## config.mk

```make
export PLATFORM = sky130hd
export DESIGN_NAME = buffer_arbiter_flat
export DESIGN_NICKNAME = d
export VERILOG_FILES = /design/src/rtl/buffer_arbiter_pkg.sv /design/src/rtl/buffer_arbiter_if.sv /design/src/rtl/buffer_arbiter_rr_pick.sv /design/src/rtl/buffer_arbiter.sv /design/src/flat_wrapper.sv
export SDC_FILE = /design/constraint.sdc
export NUM_CORES = 1
export LEC_CHECK = 0
export CAP_MARGIN = 25
export CORE_UTILIZATION = 31
export CTS_BUF_LIST = sky130_fd_sc_hd__clkbuf_8
export CTS_CLUSTER_DIAMETER = 100
export DETAILED_ROUTE_END_ITERATION = 8
export PLACE_DENSITY_LB_ADDON = 0.08
export SLEW_MARGIN = 15
export SYNTH_ARGS = -nofsm -noshare
export SYNTH_HDL_FRONTEND = slang
export SYNTH_SLANG_ARGS = --single-unit
```

## constraint.sdc

```tcl
create_clock -name clk -period 3.41 [get_ports clk]
set_input_delay 0.682 -clock clk [delete_from_list [all_inputs] [get_ports clk]]
set_output_delay 0.682 -clock clk [all_outputs]
set_load 0.005 [all_outputs]
```

## src/rtl/buffer_arbiter_pkg.sv

```systemverilog
// Shared definitions for the buffer arbiter: FSM state encoding and default sizes.
package buffer_arbiter_pkg;

   typedef enum logic {
      IDLE  = 1'b0,
      GRANT = 1'b1
   } state_e;

   localparam int DEF_WIDTH        = 32;
   localparam int DEF_N            = 4;
   localparam int DEF_LOG_N        = 2;
   localparam int DEF_MEM_SIZE     = 64;
   localparam int DEF_LOG_MEM_SIZE = 6;

endpackage

```

## src/rtl/buffer_arbiter_if.sv

```systemverilog
// Requester-side and buffer-side signals of the buffer arbiter, bundled as one interface.
interface buffer_arbiter_if
   import buffer_arbiter_pkg::*;
#(
   parameter int WIDTH        = DEF_WIDTH,
   parameter int N            = DEF_N,
   parameter int LOG_N        = DEF_LOG_N,
   parameter int LOG_MEM_SIZE = DEF_LOG_MEM_SIZE
);

   logic [N-1:0]          in_valid;
   logic [N*WIDTH-1:0]    in_data;
   logic [N-1:0]          in_last;
   logic [N-1:0]          in_ready;
   logic                  write_strobe;
   logic [WIDTH-1:0]      write_data;
   logic [LOG_N-1:0]      write_src;
   logic                  read_delete;
   logic                  read_full;
   logic [LOG_MEM_SIZE:0] occupancy;
   logic                  error;

   // The arbiter itself
   modport slave (
      input  in_valid, in_data, in_last, read_delete, read_full,
      output in_ready, write_strobe, write_data, write_src, occupancy, error
   );

   // Requesters plus downstream buffer, seen from outside the arbiter
   modport master (
      output in_valid, in_data, in_last, read_delete, read_full,
      input  in_ready, write_strobe, write_data, write_src, occupancy, error
   );

endinterface

```

## src/rtl/buffer_arbiter_rr_pick.sv

```systemverilog
// Round-robin priority pick: first asserted request searching ptr, ptr+1, ... mod N.
module rr_pick
   import buffer_arbiter_pkg::*;
#(
   parameter int N     = DEF_N,
   parameter int LOG_N = DEF_LOG_N
) (
   input  logic [N-1:0]     req_i,
   input  logic [LOG_N-1:0] ptr_i,
   output logic             found_o,
   output logic [LOG_N-1:0] idx_o
);

   logic [LOG_N-1:0] cand;

   // N is a power of two, so the LOG_N-bit sum wraps modulo N by itself
   always_comb begin
      found_o = 1'b0;
      idx_o   = '0;
      cand    = '0;
      for (int unsigned i = 0; i < N; i++) begin
         cand = ptr_i + LOG_N'(i);
         if (!found_o && req_i[cand]) begin
            found_o = 1'b1;
            idx_o   = cand;
         end
      end
   end

endmodule

```

## src/rtl/buffer_arbiter.sv

```systemverilog
// Packet-level round-robin arbiter feeding a MEM_SIZE-deep buffer, tracking its occupancy.
module buffer_arbiter
   import buffer_arbiter_pkg::*;
#(
   parameter int WIDTH        = DEF_WIDTH,
   parameter int N            = DEF_N,
   parameter int LOG_N        = DEF_LOG_N,
   parameter int MEM_SIZE     = DEF_MEM_SIZE,
   parameter int LOG_MEM_SIZE = DEF_LOG_MEM_SIZE
) (
   input logic             clk,
   input logic             rst,
   buffer_arbiter_if.slave bus
);

   localparam logic [LOG_MEM_SIZE:0] OccMax = (LOG_MEM_SIZE+1)'(MEM_SIZE);
   localparam logic [LOG_MEM_SIZE:0] OccOne = (LOG_MEM_SIZE+1)'(1);

   state_e                state_q, state_d;
   logic [LOG_N-1:0]      g_q, g_d;
   logic [LOG_N-1:0]      p_q, p_d;
   logic [LOG_MEM_SIZE:0] occ_q, occ_d;
   logic                  err_q, err_d;
   logic                  wstrb_q, wstrb_d;
   logic [WIDTH-1:0]      wdata_q, wdata_d;
   logic [LOG_N-1:0]      wsrc_q, wsrc_d;

   logic [WIDTH-1:0]      words [N];
   logic [N-1:0]          ready;
   logic                  pick_found;
   logic [LOG_N-1:0]      pick_idx;
   logic                  has_room;
   logic                  accept;
   logic                  delete;
   logic                  do_dec;

   rr_pick #(
      .N     (N),
      .LOG_N (LOG_N)
   ) u_rr_pick (
      .req_i   (bus.in_valid),
      .ptr_i   (p_q),
      .found_o (pick_found),
      .idx_o   (pick_idx)
   );

   always_comb begin
      for (int unsigned i = 0; i < N; i++) begin
         words[i] = bus.in_data[i*WIDTH +: WIDTH];
      end
   end

   always_comb begin
      // Readiness looks only at registered occupancy, so a delete this cycle cannot reopen a full buffer
      has_room = (occ_q < OccMax);
      ready    = '0;
      if (state_q == GRANT) begin
         ready[g_q] = has_room;
      end
      accept = (state_q == GRANT) && bus.in_valid[g_q] && has_room;
      delete = bus.read_delete && bus.read_full;
      do_dec = delete && (occ_q != '0);

      state_d = state_q;
      g_d     = g_q;
      p_d     = p_q;
      wstrb_d = accept;
      wdata_d = wdata_q;
      wsrc_d  = wsrc_q;
      err_d   = err_q | (delete && (occ_q == '0));
      occ_d   = occ_q;

      if (accept) begin
         wdata_d = words[g_q];
         wsrc_d  = g_q;
      end

      if (accept && !do_dec) begin
         occ_d = occ_q + OccOne;
      end else if (!accept && do_dec) begin
         occ_d = occ_q - OccOne;
      end

      case (state_q)
         IDLE: begin
            if (pick_found) begin
               g_d     = pick_idx;
               state_d = GRANT;
            end
         end
         GRANT: begin
            if (accept && bus.in_last[g_q]) begin
               state_d = IDLE;
               p_d     = g_q + LOG_N'(1);
            end
         end
         default: state_d = IDLE;
      endcase
   end

   always_ff @(posedge clk) begin
      if (rst) begin
         state_q <= IDLE;
         g_q     <= '0;
         p_q     <= '0;
         occ_q   <= '0;
         err_q   <= 1'b0;
         wstrb_q <= 1'b0;
         wdata_q <= '0;
         wsrc_q  <= '0;
      end else begin
         state_q <= state_d;
         g_q     <= g_d;
         p_q     <= p_d;
         occ_q   <= occ_d;
         err_q   <= err_d;
         wstrb_q <= wstrb_d;
         wdata_q <= wdata_d;
         wsrc_q  <= wsrc_d;
      end
   end

   assign bus.in_ready     = ready;
   assign bus.write_strobe = wstrb_q;
   assign bus.write_data   = wdata_q;
   assign bus.write_src    = wsrc_q;
   assign bus.occupancy    = occ_q;
   assign bus.error        = err_q;

endmodule

```

## src/flat_wrapper.sv

```systemverilog
// flat-port wrapper written by rule: the top's interface ports become plain ports
module buffer_arbiter_flat import buffer_arbiter_pkg::*;
#(
   parameter int WIDTH        = DEF_WIDTH,
   parameter int N            = DEF_N,
   parameter int LOG_N        = DEF_LOG_N,
   parameter int MEM_SIZE     = DEF_MEM_SIZE,
   parameter int LOG_MEM_SIZE = DEF_LOG_MEM_SIZE
)
  (clk, rst, bus_in_valid, bus_in_data, bus_in_last, bus_read_delete, bus_read_full, bus_in_ready, bus_write_strobe, bus_write_data, bus_write_src, bus_occupancy, bus_error);
  buffer_arbiter_if #(.WIDTH(WIDTH), .N(N), .LOG_N(LOG_N), .LOG_MEM_SIZE(LOG_MEM_SIZE)) bus_i ();
  input logic clk;
  input logic rst;
  input wire logic [$bits(bus_i.in_valid)-1:0] bus_in_valid;
  input wire logic [$bits(bus_i.in_data)-1:0] bus_in_data;
  input wire logic [$bits(bus_i.in_last)-1:0] bus_in_last;
  input wire logic [$bits(bus_i.read_delete)-1:0] bus_read_delete;
  input wire logic [$bits(bus_i.read_full)-1:0] bus_read_full;
  output wire logic [$bits(bus_i.in_ready)-1:0] bus_in_ready;
  output wire logic [$bits(bus_i.write_strobe)-1:0] bus_write_strobe;
  output wire logic [$bits(bus_i.write_data)-1:0] bus_write_data;
  output wire logic [$bits(bus_i.write_src)-1:0] bus_write_src;
  output wire logic [$bits(bus_i.occupancy)-1:0] bus_occupancy;
  output wire logic [$bits(bus_i.error)-1:0] bus_error;
  assign bus_i.in_valid = bus_in_valid;
  assign bus_i.in_data = bus_in_data;
  assign bus_i.in_last = bus_in_last;
  assign bus_i.read_delete = bus_read_delete;
  assign bus_i.read_full = bus_read_full;
  assign bus_in_ready = bus_i.in_ready;
  assign bus_write_strobe = bus_i.write_strobe;
  assign bus_write_data = bus_i.write_data;
  assign bus_write_src = bus_i.write_src;
  assign bus_occupancy = bus_i.occupancy;
  assign bus_error = bus_i.error;
  buffer_arbiter #(.WIDTH(WIDTH), .N(N), .LOG_N(LOG_N), .MEM_SIZE(MEM_SIZE), .LOG_MEM_SIZE(LOG_MEM_SIZE)) u_core (.clk(clk), .rst(rst), .bus(bus_i));
endmodule
```

# After elaboration in Yosys (flattened, before gate mapping)
# Cells that the tools add are included.
classes:
  add_sub_neg: 6
  muxes: 31
  bitwise: 4
  order_cmp: 8
  reduce_logical: 22
op_table:
  columns: ["cell", "count"]
  rows:
  - ["$bmux 32 s2", 1]
  - ["$mux 32", 2]
  - ["$lt 2x3->1 const B", 5]
  - ["$mux 7", 2]
  - ["$mux 1", 13]
  - ["$bmux 1 s2", 6]
  - ["$logic_and 1x1->1", 12]
  - ["$mux 2", 4]
  - ["$add 7x1->7 const B", 1]
  - ["$logic_not 7->1", 1]
  - ["$lt 7x7->1 const B", 1]
  - ["$reduce_bool 7->1", 1]
  - ["$sub 7x1->7 const B", 1]
  - ["$logic_not 1->1", 5]
  - ["$add 2x1->2 const B", 2]
  - ["$add 2x2->2 const B", 2]
  - ["$and 4x4->4", 1]
  - ["$mux 4", 1]
  - ["$reduce_and 2->1", 2]
  - ["$ge 3x3->1 const B", 1]
  - ["$not 2->3", 1]
  - ["$demux 1 s2", 1]
  - ["$ge 2x1->1 const B", 1]
  - ["$pmux 1 s2", 1]
  - ["3 further kinds", 3]
totals:
  reg_bits: 48
  in_bits: 140

# Logic depth before layout (Yosys ltp)
# Gate-level depths: netlist (run 1).
logic_depth:
  depth_word: 14
  ltp_mapped: 12
  mapped_depth_nobuf: 10

# Cells and area by module
# A second synthesis (run 1) with hierarchy kept.
unflattened:
  hier_cells: 309
  area_unflattened_um2: 2960.3
modules_own_cells:
  columns: ["mod", "area_each_um2", "n_inst", "cells_per_inst"]
  rows:
  - ["buffer_arbiter", 2882.8, 1, 294]
  - ["rr_pick", 77.6, 1, 15]

# Worst setup path after synthesis (run 1)
# Ideal clock, no wire load.
synth_path:
  path_kind: "input-to-reg"
  startpoint: "input bus_in_valid[3]"
  endpoint: "register u_core.occ_q[6], in the netlist u_core.bus.occupancy[6]"
  path_buffers: 1
  slack_ps: 168
  required_time_ps: 3289
  cell_stages: 11
  arrival_ps: 3121
  setup_time_ps: 121
  path_cell_list: "mux4_2 nand2_4 inv_2 buf_2 ha_1 inv_1 ha_1 o21ai_0 a21oi_1 o211ai_1 mux2_2"
synth_via:
  elab_chain_len: 7
synth_lines:
  columns: ["element", "line_no", "source"]
  rows:
  - ["start: declaration", "flat_wrapper.sv:14", "input wire logic [$bits(bus_i.in_valid)-1:0] bus_in_valid;"]
  - ["$bmux 1 s2 *", "buffer_arbiter.sv:60", "accept = (state_q == GRANT) && bus.in_valid[g_q] && has_room;"]
  - ["$mux 1 (implied by the code) *", "buffer_arbiter.sv:60", null]
  - ["$logic_and 1x1->1 * (2 in a row)", "buffer_arbiter.sv:60", null]
  - ["via u_core.accept", "buffer_arbiter.sv:33", "logic accept;"]
  - ["$logic_not 1->1", "buffer_arbiter.sv:80", "end else if (!accept && do_dec) begin"]
  - ["$logic_and 1x1->1", "buffer_arbiter.sv:80", null]
  - ["$reduce_bool 2->1 (no line)", null, null]
  - ["end signal: assignment", "buffer_arbiter.sv:106", "occ_q <= '0;"]
  - ["end signal: assignment", "buffer_arbiter.sv:115", "occ_q <= occ_d;"]
  - ["end: declaration", "buffer_arbiter.sv:22", "logic [LOG_MEM_SIZE:0] occ_q, occ_d;"]
# Mark *: on every way through the listed nets, which the timed path passes. The rest lies on a longest branch. The select of a mux whose other input is x is not followed.
# A chain may end at the register's enable or synchronous reset.

# Worst setup path after layout (run 1)
layout_path:
  startpoint: "input bus_in_valid[3]"
  endpoint: "register u_core.occ_q[5], in the netlist u_core.bus.occupancy[5]"
layout_via:
  elab_chain_len: 7
layout_lines:
  columns: ["element", "line_no"]
  rows:
  - ["$bmux 1 s2 *", "buffer_arbiter.sv:60"]
  - ["$mux 1 (implied by the code) *", "buffer_arbiter.sv:60"]
  - ["$logic_and 1x1->1 * (2 in a row)", "buffer_arbiter.sv:60"]
  - ["$logic_not 1->1", "buffer_arbiter.sv:80"]
  - ["$logic_and 1x1->1", "buffer_arbiter.sv:80"]
  - ["$reduce_bool 2->1 (no line)", null]
# Mark *: on every way between the ends. The rest lies on a longest branch, timed or not. The select of a mux whose other input is x is not followed.

==> results of run 1 <==
[flip-flops by register name, indices dropped and copies added, names as in the netlist]
register,count
u_core.bus.write_strobe,1
u_core.bus.occupancy,7
u_core.bus.error,1
u_core.p_q,2
u_core.state_q,1
u_core.g_q,2
u_core.bus.write_data,32
u_core.bus.write_src,2
[cells in the mapped netlist, types with 2 or more instances]
cell type	count	area, um^2
buf_2	7	35.0
nor2b_1	3	18.8
o21ai_0	2	10.0
nor4_1	2	12.5
inv_1	11	41.3
ha_1	10	125
mux2i_1	2	20.0
nor2_1	23	86.3
and3_1	2	12.5
nand2b_1	2	12.5
a21oi_1	36	180
and2_1	4	25.0
a211o_1	4	35.0
mux4_2	26	586
nor3_1	3	15.0
clkbuf_1	9	33.8
a222oi_1	8	80.1
dfxtp_1	48	961
buf_6	2	22.5
o221ai_1	2	17.5
a21o_1	3	22.5
xor2_1	2	17.5
buf_4	2	15.0
nand2_1	55	206
mux2_2	19	214
nand3_1	4	20.0
[per-layer routing]
layer	wire, um	GRT usage [%]	vias up
li1	-	-	1509
met1	3950	22.3	1501
met2	4990	34.8	115
met3	670	4.46	4
met4	66	5.13	0
met5	0	0	-
[critical path, stage by stage]
cell             delay [ns]
clkdlybuf4s50_1        0.43
mux4_2                 0.53
nand2_4                0.10
inv_2                  0.04
ha_1                   0.23
inv_1                  0.17
ha_1                   0.26
a21o_1                 0.19
a21boi_0               0.23
nor3_1                 0.09
or3b_2                 0.43
[metrics by stage]
step	setup slack (ns)	instances	hold WS (ns)	total power [mW]
2_1_floorplan	0.168	309	0.442	1.22
3_3_place_gp	-0.0505	622	0.438	1.72
3_5_place_dp	-0.105	622	0.440	1.74
6_report	0.199	630	0.452	2.14
4_1_cts	0.222	630	0.455	2.16
5_1_grt	0.0486	630	0.474	2.28
[worst min path at each step]
stage,from,end,slack (ns),cells past startpoint
finish,u_core.bus.error$_SDFF_PP0_,u_core.bus.error$_SDFF_PP0_,0.45,2
global placement,u_core.bus.error$_SDFF_PP0_,u_core.bus.error$_SDFF_PP0_,0.44,2
global route,u_core.bus.error$_SDFF_PP0_,u_core.bus.error$_SDFF_PP0_,0.47,2
CTS,u_core.bus.error$_SDFF_PP0_,u_core.bus.error$_SDFF_PP0_,0.45,2
detailed placement,u_core.bus.error$_SDFF_PP0_,u_core.bus.error$_SDFF_PP0_,0.44,2
floorplan,u_core.bus.error$_SDFF_PP0_,u_core.bus.error$_SDFF_PP0_,0.44,2
[logic make-up after synthesis]
| kind of cell | share of synthesized area [%] |
|---|---|
| flip-flops | 32.3 |
| multiplexers | 27.5 |
| buffers and inverters | 5.21 |
| AO/OA/AOI/OAI | 13.2 |
| XOR/XNOR | 0.589 |
| AND/OR/NAND/NOR | 16.2 |
| adder cells (fa/ha/maj) | 4.88 |
[where the power goes]
part | internal [mW] | switching (mW)
logic | 0.603 | 0.415
clock network | 0.215 | 0.193
registers | 0.640 | 0.0713
[cell type report]
class	count	area [um^2]	share of cell area, %
clock buffers	5	68.8	1.34
multi-input cells	228	1860	36.2
flip-flops and latches	48	962	18.7
clock inverters	3	38.8	0.755
repair buffers	205	2000	38.9
inverters	12	45.0	0.877
well taps	129	161	3.14
==> qor.txt, run 1 <==
Post-synth ARST share = 0%
R2R Path End = u_core.bus.occupancy[5]$_SDFFE_PP0P_
CTS tree = yes
post-CTS sizing = 0
core box area = 0.00928 mm^2
reg2reg setup slack = 0.65 ns
synth warn = 0
Worst Skew = 0.00654 ns
R2R Path Start = u_core.g_q[0]$_SDFFE_PP0P_
Max Freq = 0.311 GHz
row count = 35
antenna cells = 0
critical path required time = 3.59 ns
Hold Vio Cnt, Final = 0
Worst VDD drop = 221 uV
Clock Pin Slew Worst Setup and Hold Paths = 0.09 ns
crit path kind = in2reg
layout cells sized above 1 = 15.4%
post-CTS setup buffer count = 0
All-Layer GR Usage = 19.1%
fillers = 832
Seq/Total Area, Yosys = 32.3%
Routed Wire Length = 9670 um
DR DRC count = 0
CP Launch Type = input port
io pins = 187
crit path DAT = 3.39 ns
clk root buf = clkbuf_8
crit-path max FO = 5
worst hold path class = reg2reg
number of vias per cell = 4.97
Synth-to-Final Area Change = 72.6%
routability cong. = 0.896
WL per Instance = 15.3 um
clock sinks = 48
via count = 3129
H-tree depth = 2
Final Util = 55.3%
Final setup viols = 0
initial drt markers = 81
Post-DP HPWL = 7280 um
net count after synthesis = 460
Yosys reg bits = 48
Hold Buf Count CTS = 0
Crit. Startpoint = bus_in_valid[3]
Fin Setup TNS = 0 ns
initial antenna violation count = 0
Worst Tran Pin Value = 0.774 ns
post-route cell area = 0.00513 mm^2
global route overflow = 0
Bufs on Longest Clock Path = 2
Die Wd = 100 um
Synth Instances = 309
Cell Area, Synth = 0.00298 mm^2
Leak = 1.89 nW
syn avg cell area = 9.63 um^2
Synth Flop Type = dfxtp_1
Clock Latency Late Sink = 0.29 ns
Setup crit end kind = register
fin crit share = 94.2%
PD cells = 416 mW/mm^2
DP Area = 0.00503 mm^2
Initial Util = 32.0%
MaxCap Viol Count = 0
status = completed
drt first pass iters = 7
headroom to the max-slew limit = 48.4%
TritonCTS Buffers = 5
Final nets = 651
worst r2r path cells = 10
Post-synth EDFFs = 0
Die ar. = 0.00999 mm^2
critical path endpoint = u_core.bus.occupancy[5]$_SDFFE_PP0P_
most common cell after layout, fill and taps aside = clkdlybuf4s50_1
first-pass GRT wire length = 15100 um
IO Port Bufs = 186
Die Y = 100 um
min Tclk post-route = 3.21 ns
count of pins over their slew limit = 0
vias in the first global route = 3228
antenna viol nets, final = 0
most frequent cells in the layout = clkdlybuf4s50_1 (185), nand2_1 (55), dfxtp_1 (47)
RSZ-0062 raised after global routing = no
largest net degree at the start of global routing = 49
Synth cell types = 44
Note: power is estimated with default switching activity, not from simulation.
==> run 2: changes to the inputs <==
--- a/config.mk
+++ b/config.mk
@@ -10,6 +10,7 @@
 export CTS_BUF_LIST = sky130_fd_sc_hd__clkbuf_8
 export CTS_CLUSTER_DIAMETER = 100
 export DETAILED_ROUTE_END_ITERATION = 8
+export DONT_BUFFER_PORTS = 1
 export PLACE_DENSITY_LB_ADDON = 0.08
 export SLEW_MARGIN = 15
 export SYNTH_ARGS = -nofsm -noshare
==> run 2 against run 1 <==
  * Via count is 25% lower
  * Design area is 38% lower
  * Sequential power grew 3%
  * Setup slack better by 0.39 ns
  * Global-route usage fell by 3.4 points
  * Power shrank 20%
  * Register-to-register slack got worse by 0.06 ns
  * Critical endpoint is now u_core.bus.occupancy[6]$_SDFFE_PP0P_
==> qor.txt, run 2 (synthesized netlist as in run 1, its figures left out) <==
H-tree depth = 2
Clock Pin Slew Worst Setup and Hold Paths = 0.10 ns
antenna viol nets, final = 0
Hold WS = 0.429 ns
core box area = 0.00928 mm^2
status = completed
Clock Latency Late Sink = 0.31 ns
Hold Buf Count CTS = 0
post-CTS sizing = 0
Initial Util = 32.0%
crit path kind = reg2reg
CP Launch Type = register
number of vias per cell = 5.44
Die ar. = 0.00999 mm^2
IO Port Bufs = 0
Die Y = 100 um
first-pass GRT wire length = 12200 um
Final nets = 452
All-Layer GR Usage = 15.7%
min Tclk post-route = 2.82 ns
Die Wd = 100 um
Int Power = 1.10 mW
clock sinks = 48
Post-DP HPWL = 5610 um
headroom to the max-slew limit = 50.1%
Fin Setup TNS = 0 ns
critical path required time = 3.62 ns
most common cell after layout, fill and taps aside = nand2_1
share of total power in sequential cells = 42.6%
Worst Tran Pin Value = 0.748 ns
initial drt markers = 67
Final setup viols = 0
worst hold path class = in2reg
DR DRC count = 0
antenna cells = 0
Leak = 1.10 nW
PD cells = 542 mW/mm^2
Max Freq = 0.355 GHz
clock power share = 21.6%
routability cong. = 0.827
Bufs on Longest Clock Path = 2
TritonCTS Buffers = 5
CTS tree = yes
initial antenna violation count = 0
largest net degree at the start of global routing = 53
MaxCap Viol Count = 0
fin crit share = 82.6%
Hold Vio Cnt, Final = 0
via count = 2345
drt first pass iters = 4
Routed Wire Length = 8100 um
Switching Fraction = 36.2%
crit path DAT = 3.02 ns
layout cells sized above 1 = 21.2%
Setup crit end kind = register
count of pins over their slew limit = 0
global route overflow = 0
row count = 35
post-CTS setup buffer count = 0
crit-path max FO = 7
Synth-to-Final Area Change = 6.56%
io pins = 187
clk root buf = clkbuf_8
most frequent cells in the layout = nand2_1 (55), dfxtp_1 (47), a21oi_1 (36)
combinational share of power = 35.8%
vias in the first global route = 2334
Largest register FFs = 32
Worst Skew = 0.0116 ns
Worst VDD drop = 177 uV
Psw = 0.621 mW
WL per Instance = 18.8 um
RSZ-0062 raised after global routing = no
run 2: cell count changes in the layout (fill, tap and decap cells not counted), sizes merged:
| cell | change |
|---|---|
| inv | -1 |
| clkbuf | +1 |
| clkinvlp | +2 |
| buf | -14 |
| clkdlybuf4s50 | -185 |
| bufinv | -1 |
| clkinv | -1 |
run 2: metal layers:
layer  global-route usage [%]  part of all wire, %
met3                     2.92                  7.4
met4                     4.35                 0.99
met1                     20.2                   42
met5                        0                    0
met2                     26.9                   50
run 2: final cells by class:
| class | count | area, um^2 |
|---|---|---|
| Clock buffer | 6 | 82.6 |
| Tap cell | 129 | 161 |
| Sequential cell | 48 | 962 |
| Timing Repair Buffer | 6 | 45.0 |
| Clock inverter | 2 | 15.0 |
| Multi-Input combinational cell | 228 | 1860 |
| Fill cell | 962 | 6110 |
| Inverter | 12 | 45.0 |
run 2: worst paths after layout:
path              slack (ns)  depth (start not counted)                            startpoint                                   end
hold / removal          0.43                          1                                   rst  u_core.bus.occupancy[1]$_SDFFE_PP0P_
hold reg to reg         0.47                          2           u_core.bus.error$_SDFF_PP0_           u_core.bus.error$_SDFF_PP0_
setup reg to reg        0.59                         11  u_core.bus.occupancy[2]$_SDFFE_PP0P_  u_core.bus.occupancy[6]$_SDFFE_PP0P_
setup / recovery        0.59                         11  u_core.bus.occupancy[2]$_SDFFE_PP0P_  u_core.bus.occupancy[6]$_SDFFE_PP0P_
run 2: power groups by stage:
stage                     Sequential (mW)  Clock (mW)  Combinational (mW)
after global routing                0.746       0.416               0.699
after detailed placement            0.747           0               0.615
final                               0.731       0.372               0.614
after floorplan                     0.714           0               0.507
after global placement              0.749           0               0.616
after CTS                           0.735       0.393               0.619
run 2: worst max-delay path, stage by stage, from the launching register on:
cell	delay, ns
dfxtp_1	0.37
nor4_1	0.36
nand2_1	0.08
nand3_1	0.13
ha_1	0.31
inv_1	0.16
ha_1	0.34
o21ai_0	0.12
buf_4	0.17
a211o_1	0.22
o211ai_1	0.10
mux2_2	0.35
run 2: stage by stage:
| step | util [%] | power, mW | area [um^2] | std cells | setup slack [ns] |
|---|---|---|---|---|---|
| 4_1_cts | 34.2 | 1.75 | 3170 | 431 | 0.579 |
| 3_5_place_dp | 33.1 | 1.36 | 3070 | 423 | 0.284 |
| 6_report | 34.2 | 1.72 | 3170 | 431 | 0.594 |
| 2_1_floorplan | - | 1.22 | 2980 | 309 | 0.168 |
| 5_1_grt | 34.2 | 1.86 | 3170 | 431 | 0.333 |
| 3_3_place_gp | 33.1 | 1.36 | 3070 | 423 | 0.328 |
==> run 3: changes to the inputs <==
==> constraint.sdc (replaced) <==
create_clock -name clk -period 2.45 [get_ports clk]
set_input_delay 0.49 -clock clk [delete_from_list [all_inputs] [get_ports clk]]
set_output_delay 0.49 -clock clk [all_outputs]
set_load 0.005 [all_outputs]
==> run 3 against run 2 <==
  * The run now ends with negative setup slack left
  * Register-to-register slack worse by 0.64 ns
  * Design area rose by 9.0%
  * Maximum frequency up 13%
  * Largest power group is now combinational logic
==> qor.txt, run 3 (synthesized netlist as in run 1, its figures left out) <==
status = finished, violations left
failing checks = negative setup slack
Post-DP HPWL = 5960 um
Max Freq = 0.401 GHz
crit path kind = reg2reg
All-Layer GR Usage = 16.0%
count of pins over their slew limit = 0
crit-path max FO = 4
min Tclk post-route = 2.49 ns
Pwr Total = 2.79 mW
worst r2r path cells = 9
largest net degree at the start of global routing = 53
PD cells = 807 mW/mm^2
crit path DAT = 2.69 ns
uppermost routed layer = met4
Routed Wire Length = 8380 um
critical path required time = 2.65 ns
drt first pass iters = 4
M1 wire length = 3300 um
Hold Vio Cnt, Final = 0
Hold Buf Count CTS = 0
clk root buf = clkbuf_8
reg2reg setup slack = -0.04 ns
Clock Latency Late Sink = 0.30 ns
Fin Setup TNS = -0.0576 ns
antenna viol nets, final = 0
clock sinks = 48
Die Wd = 100 um
DP Area = 0.00330 mm^2
WL per Instance = 18.4 um
Worst VDD drop = 299 uV
first-pass GRT wire length = 12200 um
TritonCTS Buffers = 5
CP Launch Type = register
io pins = 187
fillers = 974
Worst Tran Pin Value = 0.745 ns
DR DRC count = 0
sequential cell area = 963 um^2
Crit. Startpoint = u_core.g_q[0]$_SDFFE_PP0P_
Clock Pin Slew Worst Setup and Hold Paths = 0.09 ns
Synth-to-Final Area Change = 16.1%
vias in the first global route = 2354
met2 wire length = 4340 um
Largest register FFs = 32
global route overflow = 0
Die Y = 100 um
Bufs on Longest Clock Path = 2
setup ws final = -0.0433 ns
core box area = 0.00928 mm^2
R2R Path Start = u_core.g_q[0]$_SDFFE_PP0P_
placed cells = 445
H-tree depth = 2
CTS tree = yes
Finished Layout Cells = 455
routability cong. = 0.816
WL met3 = 670 um
worst hold path class = in2reg
via count = 2433
R2R Path End = u_core.bus.occupancy[6]$_SDFFE_PP0P_
layout cells sized above 1 = 31.6%
number of vias per cell = 5.35
critical path endpoint = u_core.bus.occupancy[6]$_SDFFE_PP0P_
Final nets = 476
Initial Util = 32.0%
area of the multi-input gates = 0.00195 mm^2
MaxCap Viol Count = 0
RSZ-0062 raised after global routing = yes
most common cell after layout, fill and taps aside = nand2_1
Final setup viols = 2
most frequent cells in the layout = nand2_1 (55), dfxtp_1 (46), a21oi_1 (35)
initial antenna violation count = 0
fin crit share = 102%
IO Port Bufs = 0
antenna cells = 0
Leak = 1.24 nW
Die ar. = 0.00999 mm^2
headroom to the max-slew limit = 50.3%
post-route cell area = 0.00346 mm^2
Hold WS = 0.237 ns
Worst Skew = 0.00535 ns
Setup crit end kind = register
row count = 35
initial drt markers = 79
## run 3: how the worst min path moves through the flow
| stage | slack [ns] | end | depth (start not counted) | start |
|---|---|---|---|---|
| final | 0.24 | u_core.bus.occupancy[4]$_SDFFE_PP0P_ | 1 | rst |
| after global routing | 0.22 | u_core.bus.write_data[15]$_SDFFE_PP0P_ | 1 | rst |
| after CTS | 0.24 | u_core.bus.occupancy[0]$_SDFFE_PP0P_ | 1 | rst |
| after detailed placement | 0.45 | u_core.bus.error$_SDFF_PP0_ | 2 | u_core.bus.error$_SDFF_PP0_ |
| after global placement | 0.45 | u_core.bus.error$_SDFF_PP0_ | 2 | u_core.bus.error$_SDFF_PP0_ |
| after floorplan | 0.44 | u_core.bus.error$_SDFF_PP0_ | 2 | u_core.bus.error$_SDFF_PP0_ |
## run 3: power breakdown
part / internal (mW) / switching (mW)
combinational: 0.701 / 0.598
sequential: 0.892 / 0.0831
clock: 0.229 / 0.285
## run 3: metrics by stage
| stage | util [%] | worst slack (ns) |
|---|---|---|
| floorplan | - | -0.365 |
| global placement | 35.5 | -0.207 |
| detailed placement | 35.5 | -0.230 |
| CTS | 36.9 | -0.0620 |
| global route | 37.2 | -0.150 |
| finish | 37.2 | -0.0433 |
## run 3: final cells by class
class	count	share of cell area (%)
multi-input combinational	228	56.3
sequential	48	27.9
timing repair buffer	30	6.88
tap	129	4.67
clock buffer	6	2.39
inverter	12	1.45
clock inverter	2	0.434
## run 3: per-layer routing
| metal | vias up | track usage, % |
|---|---|---|
| met4 | 0 | 3.68 |
| met1 | 1141 | 18.4 |
| met3 | 7 | 3.90 |
| met5 | - | 0 |
| met2 | 124 | 29.9 |
| li1 | 1161 | - |
## run 3: repair_timing
action / CTS / global route
endpoints found under the setup margin: 3 / 8
gates resized for setup: 4 / 7
buffers inserted: 2 / 0
pin swaps: 7 / 4
hold endpoints to repair: 0 / 0
## run 3: worst max-delay path: stages (launching register included)
cell      delay, ns
dfxtp_2        0.36
mux4_2         0.55
nand2_4        0.10
inv_4          0.04
ha_4           0.17
fa_2           0.33
nand2b_4       0.15
a211o_1        0.25
o211ai_1       0.09
mux2_2         0.35
